==> src/rtl/mips_fetch_pkg.sv <==
// Shared definitions for the instruction-fetch stage: state encodings,
// IF/ID control codes, the NOP word and the fetch-window check.
package mips_fetch_pkg;

  typedef enum logic {
    RUN  = 1'b0,
    HALT = 1'b1
  } fetch_state_t;

  typedef enum logic [1:0] {
    IFID_HOLD   = 2'd0,
    IFID_LOAD   = 2'd1,
    IFID_BUBBLE = 2'd2
  } ifid_ctrl_t;

  localparam logic [31:0] NOP              = 32'h0000_0000;
  localparam logic [31:0] DEFAULT_RESET_PC = 32'h0000_0000;

  // True when addr is word aligned and base <= addr < base + 4*depth.
  // Arguments are widened to 64 bits so the upper limit cannot wrap.
  function automatic logic in_window(input logic [63:0] addr,
                                     input logic [63:0] base,
                                     input logic [63:0] depth);
    logic [63:0] limit;
    limit = base + (depth << 2);
    return (addr[1:0] == 2'b00) && (addr >= base) && (addr < limit);
  endfunction

endpackage

==> src/rtl/ifid_register.sv <==
// IF/ID pipeline register: instruction, PC+4 and valid flag with
// load / hold / bubble control.
module ifid_register
  import mips_fetch_pkg::*;
#(
  parameter int DATA_WIDTH = 32
) (
  input  logic                  clk,
  input  logic                  reset,
  input  ifid_ctrl_t            ctrl,
  input  logic [DATA_WIDTH-1:0] instr_in,
  input  logic [DATA_WIDTH-1:0] pc_plus4_in,
  output logic [DATA_WIDTH-1:0] instruction,
  output logic [DATA_WIDTH-1:0] pc_plus4,
  output logic                  valid
);

  // Capture a new instruction, keep the current one, or insert a NOP bubble.
  always_ff @(posedge clk or posedge reset) begin
    if (reset) begin
      instruction <= DATA_WIDTH'(NOP);
      pc_plus4    <= '0;
      valid       <= 1'b0;
    end else begin
      case (ctrl)
        IFID_LOAD: begin
          instruction <= instr_in;
          pc_plus4    <= pc_plus4_in;
          valid       <= 1'b1;
        end
        IFID_BUBBLE: begin
          instruction <= DATA_WIDTH'(NOP);
          pc_plus4    <= '0;
          valid       <= 1'b0;
        end
        default: begin
          instruction <= instruction;
          pc_plus4    <= pc_plus4;
          valid       <= valid;
        end
      endcase
    end
  end

endmodule

==> src/rtl/fetch_stage.sv <==
// Instruction-fetch stage: program counter, next-PC selection, RUN/HALT
// control, fetch counter and the IF/ID register instance.
//
//   state | meaning
//   RUN   | fetching; PC advances, redirects or holds on Stall
//   HALT  | fetch stopped after a bad target or run-off; left only by reset
module fetch_stage
  import mips_fetch_pkg::*;
#(
  parameter int                    DATA_WIDTH   = 32,
  parameter int                    MEMORY_DEPTH = 32,
  parameter logic [DATA_WIDTH-1:0] RESET_PC     = DATA_WIDTH'(DEFAULT_RESET_PC)
) (
  input  logic                  clk,
  input  logic                  reset,
  input  logic                  Stall,
  input  logic                  Flush,
  input  logic                  Jump,
  input  logic [DATA_WIDTH-1:0] JumpTarget,
  input  logic                  BranchTaken,
  input  logic [DATA_WIDTH-1:0] BranchTarget,
  input  logic [DATA_WIDTH-1:0] Instruction_i,
  output logic [DATA_WIDTH-1:0] PC_o,
  output logic [DATA_WIDTH-1:0] IFID_Instruction,
  output logic [DATA_WIDTH-1:0] IFID_PCPlus4,
  output logic                  IFID_Valid,
  output logic                  Halted,
  output logic                  AddrError,
  output logic [31:0]           FetchCount
);

  fetch_state_t          state;
  fetch_state_t          state_next;
  logic [DATA_WIDTH-1:0] pc_next;
  logic [DATA_WIDTH-1:0] pc_plus4;
  logic [DATA_WIDTH-1:0] target;
  logic                  redirect;
  logic                  target_ok;
  logic                  seq_ok;
  logic                  set_addr_error;
  ifid_ctrl_t            ifid_ctrl;

  assign pc_plus4  = PC_o + DATA_WIDTH'(4);
  assign redirect  = Jump | BranchTaken;
  assign target    = Jump ? JumpTarget : BranchTarget;
  assign target_ok = in_window(64'(target), 64'(RESET_PC), 64'(MEMORY_DEPTH));
  assign seq_ok    = in_window(64'(pc_plus4), 64'(RESET_PC), 64'(MEMORY_DEPTH));
  assign Halted    = (state == HALT);

  // State register.
  always_ff @(posedge clk or posedge reset) begin
    if (reset) state <= RUN;
    else       state <= state_next;
  end

  // Next state: halt on an illegal redirect target or on sequential run-off.
  always_comb begin
    state_next = state;
    case (state)
      RUN: begin
        if (redirect && !target_ok)
          state_next = HALT;
        else if (!redirect && !Stall && !seq_ok)
          state_next = HALT;
      end
      default: state_next = HALT;
    endcase
  end

  // Per-state control: next PC, IF/ID action and error flag set.
  always_comb begin
    pc_next        = PC_o;
    ifid_ctrl      = IFID_BUBBLE;
    set_addr_error = 1'b0;
    case (state)
      RUN: begin
        if (redirect) begin
          if (target_ok) begin
            pc_next = target;
            if (Flush)      ifid_ctrl = IFID_BUBBLE;
            else if (Stall) ifid_ctrl = IFID_HOLD;
            else            ifid_ctrl = IFID_LOAD;
          end else begin
            set_addr_error = 1'b1;
          end
        end else if (Stall) begin
          ifid_ctrl = Flush ? IFID_BUBBLE : IFID_HOLD;
        end else begin
          // On run-off the PC holds but the last in-window word still loads.
          if (seq_ok) pc_next = pc_plus4;
          ifid_ctrl = Flush ? IFID_BUBBLE : IFID_LOAD;
        end
      end
      default: begin
        pc_next   = PC_o;
        ifid_ctrl = IFID_BUBBLE;
      end
    endcase
  end

  // Program counter.
  always_ff @(posedge clk or posedge reset) begin
    if (reset) PC_o <= RESET_PC;
    else       PC_o <= pc_next;
  end

  // Sticky bad-target flag.
  always_ff @(posedge clk or posedge reset) begin
    if (reset)               AddrError <= 1'b0;
    else if (set_addr_error) AddrError <= 1'b1;
  end

  // Count valid instructions entering IF/ID.
  always_ff @(posedge clk or posedge reset) begin
    if (reset)                        FetchCount <= 32'd0;
    else if (ifid_ctrl == IFID_LOAD)  FetchCount <= FetchCount + 32'd1;
  end

  ifid_register #(
    .DATA_WIDTH(DATA_WIDTH)
  ) u_ifid (
    .clk         (clk),
    .reset       (reset),
    .ctrl        (ifid_ctrl),
    .instr_in    (Instruction_i),
    .pc_plus4_in (pc_plus4),
    .instruction (IFID_Instruction),
    .pc_plus4    (IFID_PCPlus4),
    .valid       (IFID_Valid)
  );

endmodule
==> config.mk <==
export PLATFORM = sky130hd
export DESIGN_NAME = fetch_stage
export DESIGN_NICKNAME = d
export VERILOG_FILES = /design/src/rtl/mips_fetch_pkg.sv /design/src/rtl/ifid_register.sv /design/src/rtl/fetch_stage.sv
export SDC_FILE = /design/constraint.sdc
export NUM_CORES = 1
export LEC_CHECK = 0
export CELL_PAD_IN_SITES_DETAIL_PLACEMENT = 0
export CELL_PAD_IN_SITES_GLOBAL_PLACEMENT = 1
export CORE_MARGIN = 2
export CORE_UTILIZATION = 33
export CTS_BUF_LIST = sky130_fd_sc_hd__clkbuf_16
export CTS_CLUSTER_SIZE = 20
export DETAILED_ROUTE_END_ITERATION = 8
export PLACE_DENSITY = 0.87
export SKIP_CTS_REPAIR_TIMING = 1
export SYNTH_ARGS = -nofsm -noshare
export SYNTH_HDL_FRONTEND = slang
export SYNTH_SLANG_ARGS = --single-unit
==> constraint.sdc <==
create_clock -name clk -period 5.9 [get_ports clk]
set_input_delay 1.18 -clock clk [delete_from_list [all_inputs] [get_ports clk]]
set_output_delay 1.18 -clock clk [all_outputs]
set_load 0.01 [all_outputs]
==> flow_summary.json <==
{
  "grt_usage_pct": 18.8,
  "design_area_um2": 9200,
  "via_per_inst": 5.00,
  "wl_per_cell_um": 17.4,
  "path_clk_slew_ps": 60,
  "final_antenna_net_count": 0,
  "final_common_cell": "clkdlybuf4s50_1",
  "yosys_warnings": 0,
  "port_buffers": 232,
  "period_minus_slack_ps": 4710,
  "placed_area_um2": 8620,
  "cts_buffers": 17,
  "rows": 49,
  "combinationalPowerShare_pct": 4.8,
  "cap_viol_max_count": 0,
  "final_max_slew_viol_count": 0,
  "yosysSeqAreaShare_pct": 54.0,
  "cts_tree": "done",
  "gr-total-overflow": 0,
  "setup_tns_ps": 0,
  "setup_violations": 0,
  "dr.pass1.iters": 6,
  "synth_edf_count": 0,
  "ir_drop_v": 0.000250,
  "ys_types": 50,
  "cts_max_path_buffers": 2,
  "grt_pass1_vias": 5384,
  "swShare_pct": 22.0,
  "avgSynthCellArea_um2": 10.8,
  "core_region_area_um2": 18000,
  "route.detailed.drc": 0,
  "dp_hpwl_um": 13000,
  "seqPwrFrac_pct": 44.1,
  "hp-class": "flip-flop to flip-flop",
  "syn-num-nets": 668,
  "layout-drive-gt1-share_pct": 6.62,
  "crit_fanout": 6,
  "place_congestion": 0.812,
  "dieArea_um2": 19500,
  "post-place-cells": 998,
  "ctsHtreeMaxLevel": 4,
  "cp.required_ps": 6200,
  "die_h_um": 140,
  "p_per_area_nw_per_um2": 222,
  "start_kind": "input pin",
  "synth_area_leaders": "dfrtp_1 (54%), xnor2_1 (6.6%), a22o_1 (5.8%)",
  "internal-power_mw": 1.59,
  "rsz0062_at_grt": "false",
  "clock_latency_ps": 420,
  "hold_viol_final": 0,
  "area_growth_pct": 51.5,
  "power_switching_uw": 449,
  "ios": 233,
  "num_vias": 5146,
  "netlist_area_um2": 6070,
  "drt-total-wl_um": 17900,
  "relSlewSlack_pct": 29.3,
  "antenna_found_initial": 0,
  "end_kind": "flip-flop",
  "grt_pass1_wl_um": 29200,
  "final_cell_mix": "clkdlybuf4s50_1 (232), dfrtp_1 (131), nand2_1 (57)",
  "ys_seq_elements": 131,
  "worstMarginPinSlew_ps": 1060,
  "grt_max_degree": 106,
  "first_iter_violations": 204,
  "antennaDiodeCount": 0,
  "fin_cells": 1030,
  "dominantRegCellSynth": "dfrtp_1",
  "synth.largest_area_cell": "dfrtp_1",
  "clkPwrFrac_pct": 51.0,
  "synthCells": 562,
  "p_leak_nw": 3.87,
  "crit_type": "input pin to flip-flop",
  "fmax_mhz": 212,
  "initial_core_util_pct": 33.7,
  "fillerInstances": 1626,
  "synthArstFlopShare_pct": 100,
  "finalNetCount": 894,
  "fin_crit_sh_pct": 79.9,
  "die_width_um": 140,
  "status": "finished, final reports clean",
  "worstPathArrival_ps": 5020,
  "finalClockSkew_ps": 9.27,
  "cts_root_buf": "clkbuf_16",
  "clkSinkCount": 131,
  "yosysTopAreaCellShare_pct": 54.0
}
## registers in the layout, indices dropped and copies added, names as in the netlist
register            cells
u_ifid.valid            1
PC_o                   32
u_ifid.instruction     32
FetchCount             32
Halted                  1
AddrError               1
u_ifid.pc_plus4        32
## layout make-up
class                   instances  area (µm²)  area share (%)
multi-input cells             393        2660            28.9
flip-flops and latches        131        3280            35.6
clock inverters                15         156            1.70
repair buffers                237        2360            25.6
inverters                       8        35.0           0.381
well taps                     229         287            3.11
clock buffers                  17         425            4.62
## power groups by stage
stage	clock network [mW]	registers [mW]	logic (mW)
global route	1.10	0.899	0.109
global placement	0	0.916	0.0997
finish	1.04	0.899	0.0987
CTS	1.06	0.899	0.101
floorplan	0	0.916	0.0216
detailed placement	0	0.916	0.0999
## synthesized netlist by cell type, types with 2 or more instances
| cell | number |
|---|---|
| and3_1 | 6 |
| xor2_1 | 16 |
| a31oi_1 | 2 |
| or2_2 | 2 |
| inv_1 | 8 |
| o21ai_0 | 32 |
| or3_1 | 5 |
| dfrtp_1 | 131 |
| and2_1 | 4 |
| nor2_1 | 23 |
| mux2_1 | 5 |
| o21bai_1 | 3 |
| and4_1 | 10 |
| nor3_1 | 12 |
| nand3_1 | 27 |
| buf_2 | 4 |
| nand2_1 | 57 |
| nand2b_1 | 2 |
| nand4_1 | 23 |
| clkbuf_1 | 25 |
| mux2i_1 | 6 |
| a311oi_1 | 3 |
| nor4_1 | 16 |
| nor2b_1 | 22 |
| mux2_2 | 3 |
| a22o_1 | 40 |
| a211o_1 | 3 |
| xnor2_1 | 46 |
| ha_1 | 4 |
| o31ai_1 | 2 |
## critical path: stages
cell and delay, ps:
clkdlybuf4s50_1 410, nor4_1 310, nand4_1 140, o21ai_0 260
o211ai_1 170, or2_2 320, nor2_1 140, ha_2 260
and4_1 290, nand3_1 160, or3_1 450, or3_1 450
nor2_1 190, nand4_1 130, xnor2_1 140
## cells by family after synthesis
family                     share of synthesized area, %
and+or+nand+nor                                    19.7
DFF                                                54.0
AOI/OAI and AO/OA                                  11.6
xor gates and xnor gates                           8.94
buffers and inverters                              2.55
muxes                                              2.47
adders and majority gates                         0.824
## layer usage
metal | vias to the layer above | share of wire (%) | track usage (%)
li1 | 2486 | - | -
met1 | 2469 | 46 | 24.6
met2 | 170 | 47 | 30.7
met3 | 21 | 6.2 | 5.23
met4 | 0 | 1.4 | 5.42
met5 | - | 0 | 0
## per-stage QoR
stage,hold WS (ps),util (%),power [mW],setup WS [ps]
after global placement,462,47.8,1.02,793
after CTS,474,51.0,2.06,1180
after floorplan,507,-,0.937,1220
after global routing,500,51.0,2.11,757
after detailed placement,463,47.8,1.02,763
final,468,51.0,2.04,1190
## worst paths after layout
path                            slack, ps                        from  cells after the start                            endpoint
worst max register to register       2240         PC_o[2]$_DFFE_PP0P_                      9                 PC_o[2]$_DFFE_PP0P_
worst min-delay path                  470  FetchCount[31]$_DFFE_PP0N_                      1          FetchCount[31]$_DFFE_PP0N_
min in group asynchronous            1370                       reset                      2  u_ifid.instruction[29]$_DFFE_PP0P_
max in group asynchronous            3620                       reset                      3                PC_o[25]$_DFFE_PP0P_
worst min register to register        470  FetchCount[31]$_DFFE_PP0N_                      1          FetchCount[31]$_DFFE_PP0N_
worst max-delay path                 1190               JumpTarget[1]                     15          FetchCount[29]$_DFFE_PP0N_
Note: power is estimated with default switching activity, not from simulation.
